## src/rtl/seq_detector_param_if.sv

```systemverilog
// rtl/seq_detector_param_if.sv - signal bundle for the serial pattern detector
//
// Purpose: groups the detector's input requests and LED-facing outputs.
// Ports (signals):
//   in1, in0   "bit = 1" / "bit = 0" requests, level-sampled on tick
//   ovl        1 = overlapping detection, 0 = non-overlapping
//   tick       one-clk pulse marking each sample instant
//   match      pattern detected at the last tick
//   err        both requests high at the last tick
//   hist       last N accepted bits, hist[0] newest
//   match_cnt  saturating match counter
// Modports: master drives the requests; slave is the detector.
`timescale 1ns/1ps
interface seq_detector_param_if #(
  parameter int N     = 3,
  parameter int CNT_W = 8
);
  logic             in1;
  logic             in0;
  logic             ovl;
  logic             tick;
  logic             match;
  logic             err;
  logic [N-1:0]     hist;
  logic [CNT_W-1:0] match_cnt;

  modport master (
    output in1, in0, ovl,
    input  tick, match, err, hist, match_cnt
  );

  modport slave (
    input  in1, in0, ovl,
    output tick, match, err, hist, match_cnt
  );
endinterface

```

## src/rtl/seq_detector_param.sv

```systemverilog
// rtl/seq_detector_param.sv - parametrised serial pattern detector with sample tick
//
// Purpose: one bit per sample tick is taken from two push-button requests and
// matched against an N-bit PATTERN (MSB oldest), in overlapping or
// non-overlapping mode selected at run time.
// Ports:
//   clk   system clock
//   rst   synchronous, active-high reset
//   bus   seq_detector_param_if.slave (in1, in0, ovl in; tick, match, err,
//         hist, match_cnt out)
`timescale 1ns/1ps
module seq_detector_param #(
  parameter int           N        = 3,
  parameter logic [N-1:0] PATTERN  = 3'b110,
  parameter int           TICK_DIV = 50_000_000,
  parameter int           CNT_W    = 8
) (
  input  logic                 clk,
  input  logic                 rst,
  seq_detector_param_if.slave  bus
);

  localparam int               DIV_W     = (TICK_DIV > 1) ? $clog2(TICK_DIV) : 1;
  localparam int               FILL_W    = $clog2(N + 1);
  localparam logic [DIV_W-1:0] DIV_LAST  = DIV_W'(TICK_DIV - 1);
  localparam logic [FILL_W-1:0] FILL_FULL = FILL_W'(N);
  localparam logic [CNT_W-1:0] CNT_MAX   = '1;

  logic [DIV_W-1:0]  div_q,   div_d;
  logic [FILL_W-1:0] fill_q,  fill_d;
  logic [N-1:0]      hist_q,  hist_d;
  logic              match_q, match_d;
  logic              err_q,   err_d;
  logic [CNT_W-1:0]  cnt_q,   cnt_d;

  logic              tick;
  logic              bit_valid;
  logic [N-1:0]      hist_shift;
  logic [FILL_W-1:0] fill_inc;
  logic              hit;

  // With TICK_DIV=1 DIV_LAST is 0 and div never leaves 0, so tick stays high.
  assign tick       = (div_q == DIV_LAST);
  // Exactly one request high means a bit; its value is in1.
  assign bit_valid  = bus.in1 ^ bus.in0;
  assign hist_shift = {hist_q[N-2:0], bus.in1};
  assign fill_inc   = (fill_q == FILL_FULL) ? FILL_FULL : fill_q + 1'b1;
  assign hit        = bit_valid && (fill_inc == FILL_FULL) && (hist_shift == PATTERN);

  always_comb begin
    div_d   = tick ? '0 : div_q + 1'b1;
    fill_d  = fill_q;
    hist_d  = hist_q;
    match_d = match_q;
    err_d   = err_q;
    cnt_d   = cnt_q;
    if (tick) begin
      err_d   = bus.in1 & bus.in0;
      match_d = hit;
      if (bit_valid) begin
        hist_d = hist_shift;
        fill_d = fill_inc;
      end
      if (hit) begin
        if (cnt_q != CNT_MAX) begin
          cnt_d = cnt_q + 1'b1;
        end
        // Non-overlapping: demand N fresh bits; hist is kept for the LEDs.
        if (!bus.ovl) begin
          fill_d = '0;
        end
      end
    end
  end

  always_ff @(posedge clk) begin
    if (rst) begin
      div_q   <= '0;
      fill_q  <= '0;
      hist_q  <= '0;
      match_q <= 1'b0;
      err_q   <= 1'b0;
      cnt_q   <= '0;
    end else begin
      div_q   <= div_d;
      fill_q  <= fill_d;
      hist_q  <= hist_d;
      match_q <= match_d;
      err_q   <= err_d;
      cnt_q   <= cnt_d;
    end
  end

  assign bus.tick      = tick;
  assign bus.match     = match_q;
  assign bus.err       = err_q;
  assign bus.hist      = hist_q;
  assign bus.match_cnt = cnt_q;

endmodule

```

## src/flat_wrapper.sv

```systemverilog
// flat-port wrapper written by rule: the top's interface ports become plain ports
module seq_detector_param_flat 
#(
  parameter int           N        = 3,
  parameter logic [N-1:0] PATTERN  = 3'b110,
  parameter int           TICK_DIV = 50_000_000,
  parameter int           CNT_W    = 8
)
  (clk, rst, bus_in1, bus_in0, bus_ovl, bus_tick, bus_match, bus_err, bus_hist, bus_match_cnt);
  seq_detector_param_if #(.N(N), .CNT_W(CNT_W)) bus_i ();
  input  logic clk;
  input  logic rst;
  input wire logic [$bits(bus_i.in1)-1:0] bus_in1;
  input wire logic [$bits(bus_i.in0)-1:0] bus_in0;
  input wire logic [$bits(bus_i.ovl)-1:0] bus_ovl;
  output wire logic [$bits(bus_i.tick)-1:0] bus_tick;
  output wire logic [$bits(bus_i.match)-1:0] bus_match;
  output wire logic [$bits(bus_i.err)-1:0] bus_err;
  output wire logic [$bits(bus_i.hist)-1:0] bus_hist;
  output wire logic [$bits(bus_i.match_cnt)-1:0] bus_match_cnt;
  assign bus_i.in1 = bus_in1;
  assign bus_i.in0 = bus_in0;
  assign bus_i.ovl = bus_ovl;
  assign bus_tick = bus_i.tick;
  assign bus_match = bus_i.match;
  assign bus_err = bus_i.err;
  assign bus_hist = bus_i.hist;
  assign bus_match_cnt = bus_i.match_cnt;
  seq_detector_param #(.N(N), .PATTERN(PATTERN), .TICK_DIV(TICK_DIV), .CNT_W(CNT_W)) u_core (.clk(clk), .rst(rst), .bus(bus_i));
endmodule
```

## config.mk

```make
export PLATFORM = sky130hd
export DESIGN_NAME = seq_detector_param_flat
export DESIGN_NICKNAME = d
export VERILOG_FILES = /design/src/rtl/seq_detector_param_if.sv /design/src/rtl/seq_detector_param.sv /design/src/flat_wrapper.sv
export SDC_FILE = /design/constraint.sdc
export NUM_CORES = 1
export LEC_CHECK = 0
export ABC_AREA = 1
export BUFFER_PORTS_ARGS = -buffer_cell sky130_fd_sc_hd__buf_2
export CAP_MARGIN = 20
export CORE_MARGIN = 10
export CORE_UTILIZATION = 58
export DETAILED_ROUTE_END_ITERATION = 10
export PLACE_DENSITY = 0.79
export SLEW_MARGIN = 20
export SYNTH_ARGS = -nofsm -noshare
export SYNTH_HDL_FRONTEND = slang
export SYNTH_SLANG_ARGS = --single-unit
```

## constraint.sdc

```tcl
create_clock -name clk -period 2.25 [get_ports clk]
set_input_delay 0.45 -clock clk [delete_from_list [all_inputs] [get_ports clk]]
set_output_delay 0.45 -clock clk [all_outputs]
set_load 0.005 [all_outputs]
```

==> results of run 1 <==
==> metrics by stage <==
| step | area, sq um | worst slack, ns | util | std cells | total power, mW |
|---|---|---|---|---|---|
| after global routing | 2530 | 0.0454 | 0.672 | 424 | 1.30 |
| after detailed placement | 2450 | 0.310 | 0.649 | 417 | 0.781 |
| after CTS | 2530 | 0.136 | 0.672 | 424 | 1.26 |
| after floorplan | 2310 | 0.634 | - | 353 | 0.775 |
| after global placement | 2450 | 0.411 | 0.649 | 417 | 0.781 |
| final | 2530 | 0.151 | 0.672 | 424 | 1.26 |
==> state kept, by name, summed over array words and instances (netlist names) <==
register and flops:
u_core.bus.hist 3, u_core.bus.match_cnt 8, u_core.bus.err 1, u_core.div_q 26, u_core.bus.match 1, u_core.fill_q 2
==> routing by layer <==
metal	part of all wire	routed length, um	GRT usage
met5	0	0	0
met1	0.50	2460	0.200
met4	0.013	65	0.0492
met2	0.43	2130	0.221
met3	0.061	303	0.0342
==> kinds of logic after synthesis <==
logic type,after synthesis
simple gates,227
buf+inv,51
flops,41
compound gates,20
xor+xnor,11
fa+ha+maj,3
==> power by group through the flow <==
stage	clock, mW	combinational [mW]	sequential (mW)
3_3_place_gp	0	0.0320	0.749
2_1_floorplan	0	0.0263	0.749
6_report	0.491	0.0321	0.732
5_1_grt	0.528	0.0376	0.733
3_5_place_dp	0	0.0322	0.749
4_1_cts	0.497	0.0323	0.732
==> area by class of cell <==
type                            count  area [sq um]  area share
Clock buffer                        7          86.3      0.0341
Inverter                           48           180      0.0711
Multi-Input combinational cell    261          1290       0.508
Sequential cell                    41           821       0.324
Tap cell                           48          60.1      0.0237
Timing Repair Buffer               19          97.6      0.0385
==> placed cells by master (no fill, tap or decap) <==
| cell type | instances |
|---|---|
| nand2_1 | 95 |
| nor2_1 | 70 |
| inv_1 | 45 |
| dfxtp_1 | 41 |
| nand3_1 | 25 |
| buf_2 | 18 |
| a21oi_1 | 14 |
| xnor2_1 | 8 |
| nor3_1 | 6 |
| clkbuf_8 | 6 |
| nand4_1 | 5 |
| nand3b_1 | 4 |
| nor2_2 | 4 |
| nor3b_1 | 4 |
| inv_2 | 3 |
| nand2_4 | 3 |
| xor2_1 | 3 |
| o21ai_0 | 3 |
| ha_1 | 3 |
| nor2_4 | 2 |
| nand2_2 | 2 |
| nor2_8 | 2 |
| nand3_2 | 2 |
| nor4_1 | 1 |
| nand3_4 | 1 |
| o31ai_1 | 1 |
| a31oi_1 | 1 |
| o21ai_1 | 1 |
| or2_0 | 1 |
| clkbuf_1 | 1 |
| buf_4 | 1 |
==> worst paths after layout <==
check / start / to / cells after the start
setup / recovery: u_core.div_q[0]$_SDFF_PP0_ / bus_tick / 6
setup reg to reg: u_core.div_q[0]$_SDFF_PP0_ / u_core.fill_q[1]$_SDFFE_PP0N_ / 10
hold / removal: rst / u_core.bus.match_cnt[7]$_SDFFE_PP0P_ / 2
hold reg to reg: u_core.div_q[0]$_SDFF_PP0_ / u_core.div_q[0]$_SDFF_PP0_ / 1
==> critical path, stage by stage, from the launching register on <==
cell	delay [ns]
dfxtp_1	0.36
ha_1	0.17
nand2_1	0.10
nor2_4	0.11
inv_2	0.10
nor4_1	0.34
buf_2	0.18
==> reports/qor.log, run 1 <==
[timing] number of hold-slack violations in the final timing report 0
[detailed_routing] number of vias in the routed layout 2113
[synth] area fraction in compound gates after synthesis 0.0449
[run_status] run status finished clean
[cts] number of buffers inserted by hold repair at cts 0
[synth] simple-gate share of the synthesized area 0.454
[worst_setup_path] startpoint-to-endpoint class of the critical path reg2out
[timing] final period demand of the worst path 2.10 ns
[placement] weighted congestion reported at the end of routability-driven placement 0.942
[detailed_routing] number of search-and-repair iterations in the first detailed-routing pass 4
[detailed_routing] number of vias per cell after detailed routing 4.98
[synth] cell types with the largest area share after synthesis dfxtp_1, nand2_1, nor2_1
[synth] proportion of synthesized flip-flops having asynchronous set or reset 0
[timing] hold_ws 0.378 ns
[worst_setup_path] top fanout value on the critical path 4
[placement] number of port buffers 18
[timing] final slew viol count 0
[cells_and_area] total inserted antenna cells 0
[power_and_ir_drop] Int Power 0.983 mW
[cts] TritonCTS clock tree yes
[run] number of max-cap violations 0
[synth] cell count after synthesis 353
[cts] number of clock buffers inserted by TritonCTS 5
[power_and_ir_drop] clock network power share 0.391
[timing] final clock period utilization by the worst path 0.933
[detailed_routing] drt drc 0
[synth] xor-xnor portion of the synthesized cell area 0.0416
[global_route] final global-route overflow total 0
[timing] normalized max-slew margin 0.710
[cts] H-Tree Level Count 2
[cts] worst-skew pair later-pin latency 0.29 ns
[worst_setup_path] required time worst endpoint 1.80 ns
[power_and_ir_drop] Power per Cell Area 496 mW/mm^2
[cts] master cell of the clock root buffer clkbuf_8
[cts] clock-pin slew of the registers on the worst-case setup and hold paths 0.08 ns
[floorplanning] top-level port count 19
[synth] cell area after technology mapping 0.00231 sq mm
[global_route] number of global-route vias before repair 1975
[synth] synthesized netlist net count 361
[synth] post-synth top area share 0.355
[power_and_ir_drop] fraction of power spent switching nets 0.217
[power_and_ir_drop] fraction of power consumed by combinational cells 0.026
[synth] number of synthesized register bits 41
[synth] count of flip-flops with a built-in enable after synthesis 0
[min_path] class of the most critical hold timing path in2reg
[synth] most frequent cell after synthesis nand2_1
[timing] Sum Neg Setup Slack 0 ns
[detailed_routing] first-iteration detailed-routing DRC count 158
[synth] number of synthesis warnings 0
[cts] post-CTS setup repair buffer count 0
[timing] RSZ-0062 raised after global routing false
[worst_setup_path] data arrival time of the critical path 1.65 ns
[floorplanning] DIE WIDTH 83.2 um
[cts] maximum count of clock buffers along a single path 2
[floorplanning] Starting Density 0.614
[worst_setup_path] launching element type of the critical path register
[synth] share of synthesized area occupied by flip-flops and latches 0.355
[global_route] antenna violations before repair 0
[power_and_ir_drop] Pleak 1.10 nW
[power_and_ir_drop] peak supply drop 0.000661 V
[detailed_routing] antenna violation net count after detailed routing 0
[cts] number of sinks driven by the clock tree 41
[global_route] first-pass GRT wire length 8870 um
[worst_setup_path] type of element capturing the critical path output port
[synth] adder-cell area share of the yosys netlist 0.0162
[synth] largest area contributor in the synthesized netlist dfxtp_1
[power_and_ir_drop] power share of the sequential group 0.583
[floorplanning] die height 83.2 um
[floorplanning] core region area 0.00377 sq mm
[cells_and_area] Area Growth Syn to Fin 9.41%
[synth] number of different library cells in the post-synthesis netlist 29
[cells_and_area] share of post-route cells with drive strength above 1 0.117
[synth] predominant post-synthesis flop cell dfxtp_1
[detailed_routing] routed wirelength normalized by instance count 11.7 um
[timing] Fin Clk Skew 0.00551 ns
[synth] dominant combinational cell family by area after synthesis simple AND/OR/NAND/NOR gates
[placement] detailed-placement wirelength estimate 3820 um
[worst_setup_path] worst setup slack for register-to-register paths 0.53 ns
[power_and_ir_drop] Net Sw Power 0.272 mW
[synth] proportion of synthesized area in mux cells 0
[cells_and_area] post-layout net count 384
[global_route] pin count of the biggest net entering global routing 27
[synth] top cell types by occurrence after synthesis nand2_1, nor2_1, inv_1
[synth] Post-Syn Area per Cell 6.56 sq um
[floorplanning] die area 0.00692 sq mm
[floorplanning] number of rows created at floorplan 22
[detailed_routing] total detailed-routing wirelength 4960 um
[timing] transition at the pin with the smallest max-transition slack 0.435 ns
[cts] count of cells resized by post-cts repair 0
[timing] Setup-failing EPs final 0
[timing] Highest Clock Rate 477 MHz
[global_route] all-layer global routing usage 0.147
[cells_and_area] filler instances 352
Note: power is estimated with default switching activity, not from simulation.
==> inputs of run 2 (changes only) <==
--- a/config.mk
+++ b/config.mk
@@ -10,7 +10,9 @@
 export CAP_MARGIN = 20
 export CORE_MARGIN = 10
 export CORE_UTILIZATION = 58
+export CTS_BUF_LIST = sky130_fd_sc_hd__clkbuf_4 sky130_fd_sc_hd__clkbuf_8
 export DETAILED_ROUTE_END_ITERATION = 10
+export MAX_ROUTING_LAYER = met4
 export PLACE_DENSITY = 0.79
 export SLEW_MARGIN = 20
 export SYNTH_ARGS = -nofsm -noshare
==> reports/qor.log, run 2 (same netlist as run 1, synthesis figures left out) <==
[run_status] run status finished clean
[timing] Sum Neg Setup Slack 0 ns [unchanged]
[cells_and_area] share of post-route cells with drive strength above 1 0.122 [+0.00499]
[global_route] global routing usage on met3 0.0430 [+0.00879]
[worst_setup_path] slowest CP cell dfxtp_1
[power_and_ir_drop] Pleak 1.11 nW [+0.90%]
[detailed_routing] number of vias per cell after detailed routing 5.07 [+1.8%]
[cts] worst-skew pair later-pin latency 0.30 ns [about the same]
[placement] number of port buffers 18 [unchanged]
[cts] H-Tree Level Count 2 [unchanged]
[detailed_routing] total detailed-routing wirelength 5130 um [+3.4%]
[detailed_routing] antenna violation net count after detailed routing 0 [unchanged]
[global_route] most crowded layer after global routing met2
[detailed_routing] drt drc 0 [unchanged]
[floorplanning] number of rows created at floorplan 22 [unchanged]
[worst_setup_path] top fanout value on the critical path 4 [unchanged]
[timing] final slew viol count 0 [unchanged]
[cells_and_area] commonest non-fill, non-tap cells in the layout nand2_1, nor2_1, inv_1
[global_route] antenna violations before repair 0 [unchanged]
[placement] weighted congestion reported at the end of routability-driven placement 0.955 [+1.4%]
[detailed_routing] first-iteration detailed-routing DRC count 251 [+59%]
[cts] number of buffers inserted by hold repair at cts 0 [unchanged]
[timing] normalized max-slew margin 0.713 [+0.00327]
[timing] Fin Clk Skew 0.00974 ns [+0.00423 ns]
[power_and_ir_drop] peak supply drop 0.000404 V [-39%]
[cells_and_area] Area Growth Syn to Fin 10.1%
[worst_setup_path] peak per-stage delay on the critical path 0.42 ns [+0.06 ns]
[worst_setup_path] data arrival time of the critical path 1.65 ns [about the same]
[floorplanning] core region area 0.00377 sq mm [unchanged]
[worst_setup_path] critical-path cell list nand2_1, nor2_1, nand2_4, nor4_1, buf_2
[timing] Highest Clock Rate 476 MHz [about the same]
[run] number of max-cap violations 0 [unchanged]
[timing] Setup-failing EPs final 0 [unchanged]
[cells_and_area] post-layout net count 384 [unchanged]
[placement] post-placement worst setup slack 0.319 ns [+0.00884 ns]
[cells_and_area] most frequent standard cell in the layout excluding fill and tap cells nand2_1
[detailed_routing] number of vias in the routed layout 2156 [+2.0%]
[global_route] final global-route overflow total 0 [unchanged]
[power_and_ir_drop] Power per Cell Area 508 mW/mm^2 [+2.6%]
[cells_and_area] total inserted antenna cells 0 [unchanged]
[global_route] all-layer global routing usage 0.147 [about the same]
[cts] number of clock buffers inserted by TritonCTS 5 [unchanged]
[timing] final clock period utilization by the worst path 0.933 [about the same]
[placement] number of placed cells counting well taps 417 [unchanged]
[timing] final worst-path setup slack 0.150 ns [-0.00104 ns]
[cells_and_area] Final Instance Count excl. Fillers 425 [+0.24%]
[global_route] first-pass GRT wire length 8510 um [-4.0%]
[cts] master cell of the clock root buffer clkbuf_8
[cts] TritonCTS clock tree yes
[worst_setup_path] crit path buf inv count 1 [-1]
[cells_and_area] number of flip-flops in the largest register 26 [unchanged]
[worst_setup_path] Largest delay share family, worst path simple AND/OR/NAND/NOR gates
[timing] number of hold-slack violations in the final timing report 0 [unchanged]
[global_route] number of global-route vias before repair 1911 [-3.2%]
[floorplanning] Starting Density 0.614 [unchanged]
[timing] transition at the pin with the smallest max-transition slack 0.430 ns [-0.00489 ns]
[placement] detailed-placement wirelength estimate 3820 um [about the same]
[detailed_routing] routed wirelength normalized by instance count 12.1 um [+3.1%]
[floorplanning] DIE WIDTH 83.2 um [unchanged]
[cts] clock-pin slew of the registers on the worst-case setup and hold paths 0.08 ns [about the same]
[floorplanning] top-level port count 19 [unchanged]
[worst_setup_path] startpoint-to-endpoint class of the critical path reg2out
[global_route] pin count of the biggest net entering global routing 27 [unchanged]
[global_route] met1 capacity usage during global routing 0.183 [-0.0169]
[cells_and_area] final core occ 0.676 [+0.00398]
[cts] count of cells resized by post-cts repair 0 [unchanged]
[timing] final period demand of the worst path 2.10 ns [+0.00104 ns]
[floorplanning] die area 0.00692 sq mm [unchanged]
[global_route] global routing usage on met2 0.225 [+0.00349]
[worst_setup_path] launching element type of the critical path register
[cts] number of sinks driven by the clock tree 41 [unchanged]
[detailed_routing] number of search-and-repair iterations in the first detailed-routing pass 4 [unchanged]
[floorplanning] die height 83.2 um [unchanged]
[worst_setup_path] type of element capturing the critical path output port
[min_path] class of the most critical hold timing path in2reg
[worst_setup_path] required time worst endpoint 1.80 ns [about the same]
[timing] RSZ-0062 raised after global routing false
[cts] post-CTS setup repair buffer count 0 [unchanged]
[cts] maximum count of clock buffers along a single path 2 [unchanged]
[cells_and_area] largest register by flop count u_core.div_q
## run 2: cell count changes in the layout (fill, tap and decap cells not counted)
cell      delta
clkbuf_1     -1
clkbuf_8     +1
clkinv_2     +1
## run 2: final cells by class
cell class	count	area (sq um)
sequential	41	821
fill	349	1220
multi-input combinational	261	1290
clock buffer	7	96.3
timing repair buffer	19	97.6
clock inverter	1	5.00
tap	48	60.1
inverter	48	180
## run 2: power by group
| group | internal, mW | switching (mW) |
|---|---|---|
| Combinational | 0.0100 | 0.0223 |
| Clock | 0.277 | 0.254 |
| Sequential | 0.729 | 0.00259 |
| Total | 1.02 | 0.279 |
## run 2: routing by layer
layer / up-vias / wire [um]
met3: 6 / 364
li1: 1141 / -
met2: 54 / 2240
met1: 955 / 2460
met5: - / 0
met4: 0 / 63
## run 2: per-stage QoR
| step | hold WS (ns) | power (mW) | area [sq um] |
|---|---|---|---|
| 6_report | 0.378 | 1.30 | 2550 |
| 3_3_place_gp | 0.431 | 0.782 | 2450 |
| 5_1_grt | 0.373 | 1.35 | 2550 |
| 2_1_floorplan | 0.417 | 0.775 | 2310 |
| 4_1_cts | 0.369 | 1.31 | 2550 |
| 3_5_place_dp | 0.437 | 0.782 | 2450 |
## run 2: final timing paths
check                                                 start                              endpoint  slack [ns]  depth (start not counted)
worst max-delay path            u_core.div_q[21]$_SDFF_PP0_                              bus_tick        0.15                          5
worst min register to register   u_core.div_q[0]$_SDFF_PP0_            u_core.div_q[0]$_SDFF_PP0_        0.45                          1
worst min-delay path                                    rst  u_core.bus.match_cnt[0]$_SDFFE_PP0P_        0.38                          2
worst max register to register  u_core.div_q[21]$_SDFF_PP0_         u_core.fill_q[1]$_SDFFE_PP0N_        0.50                          9
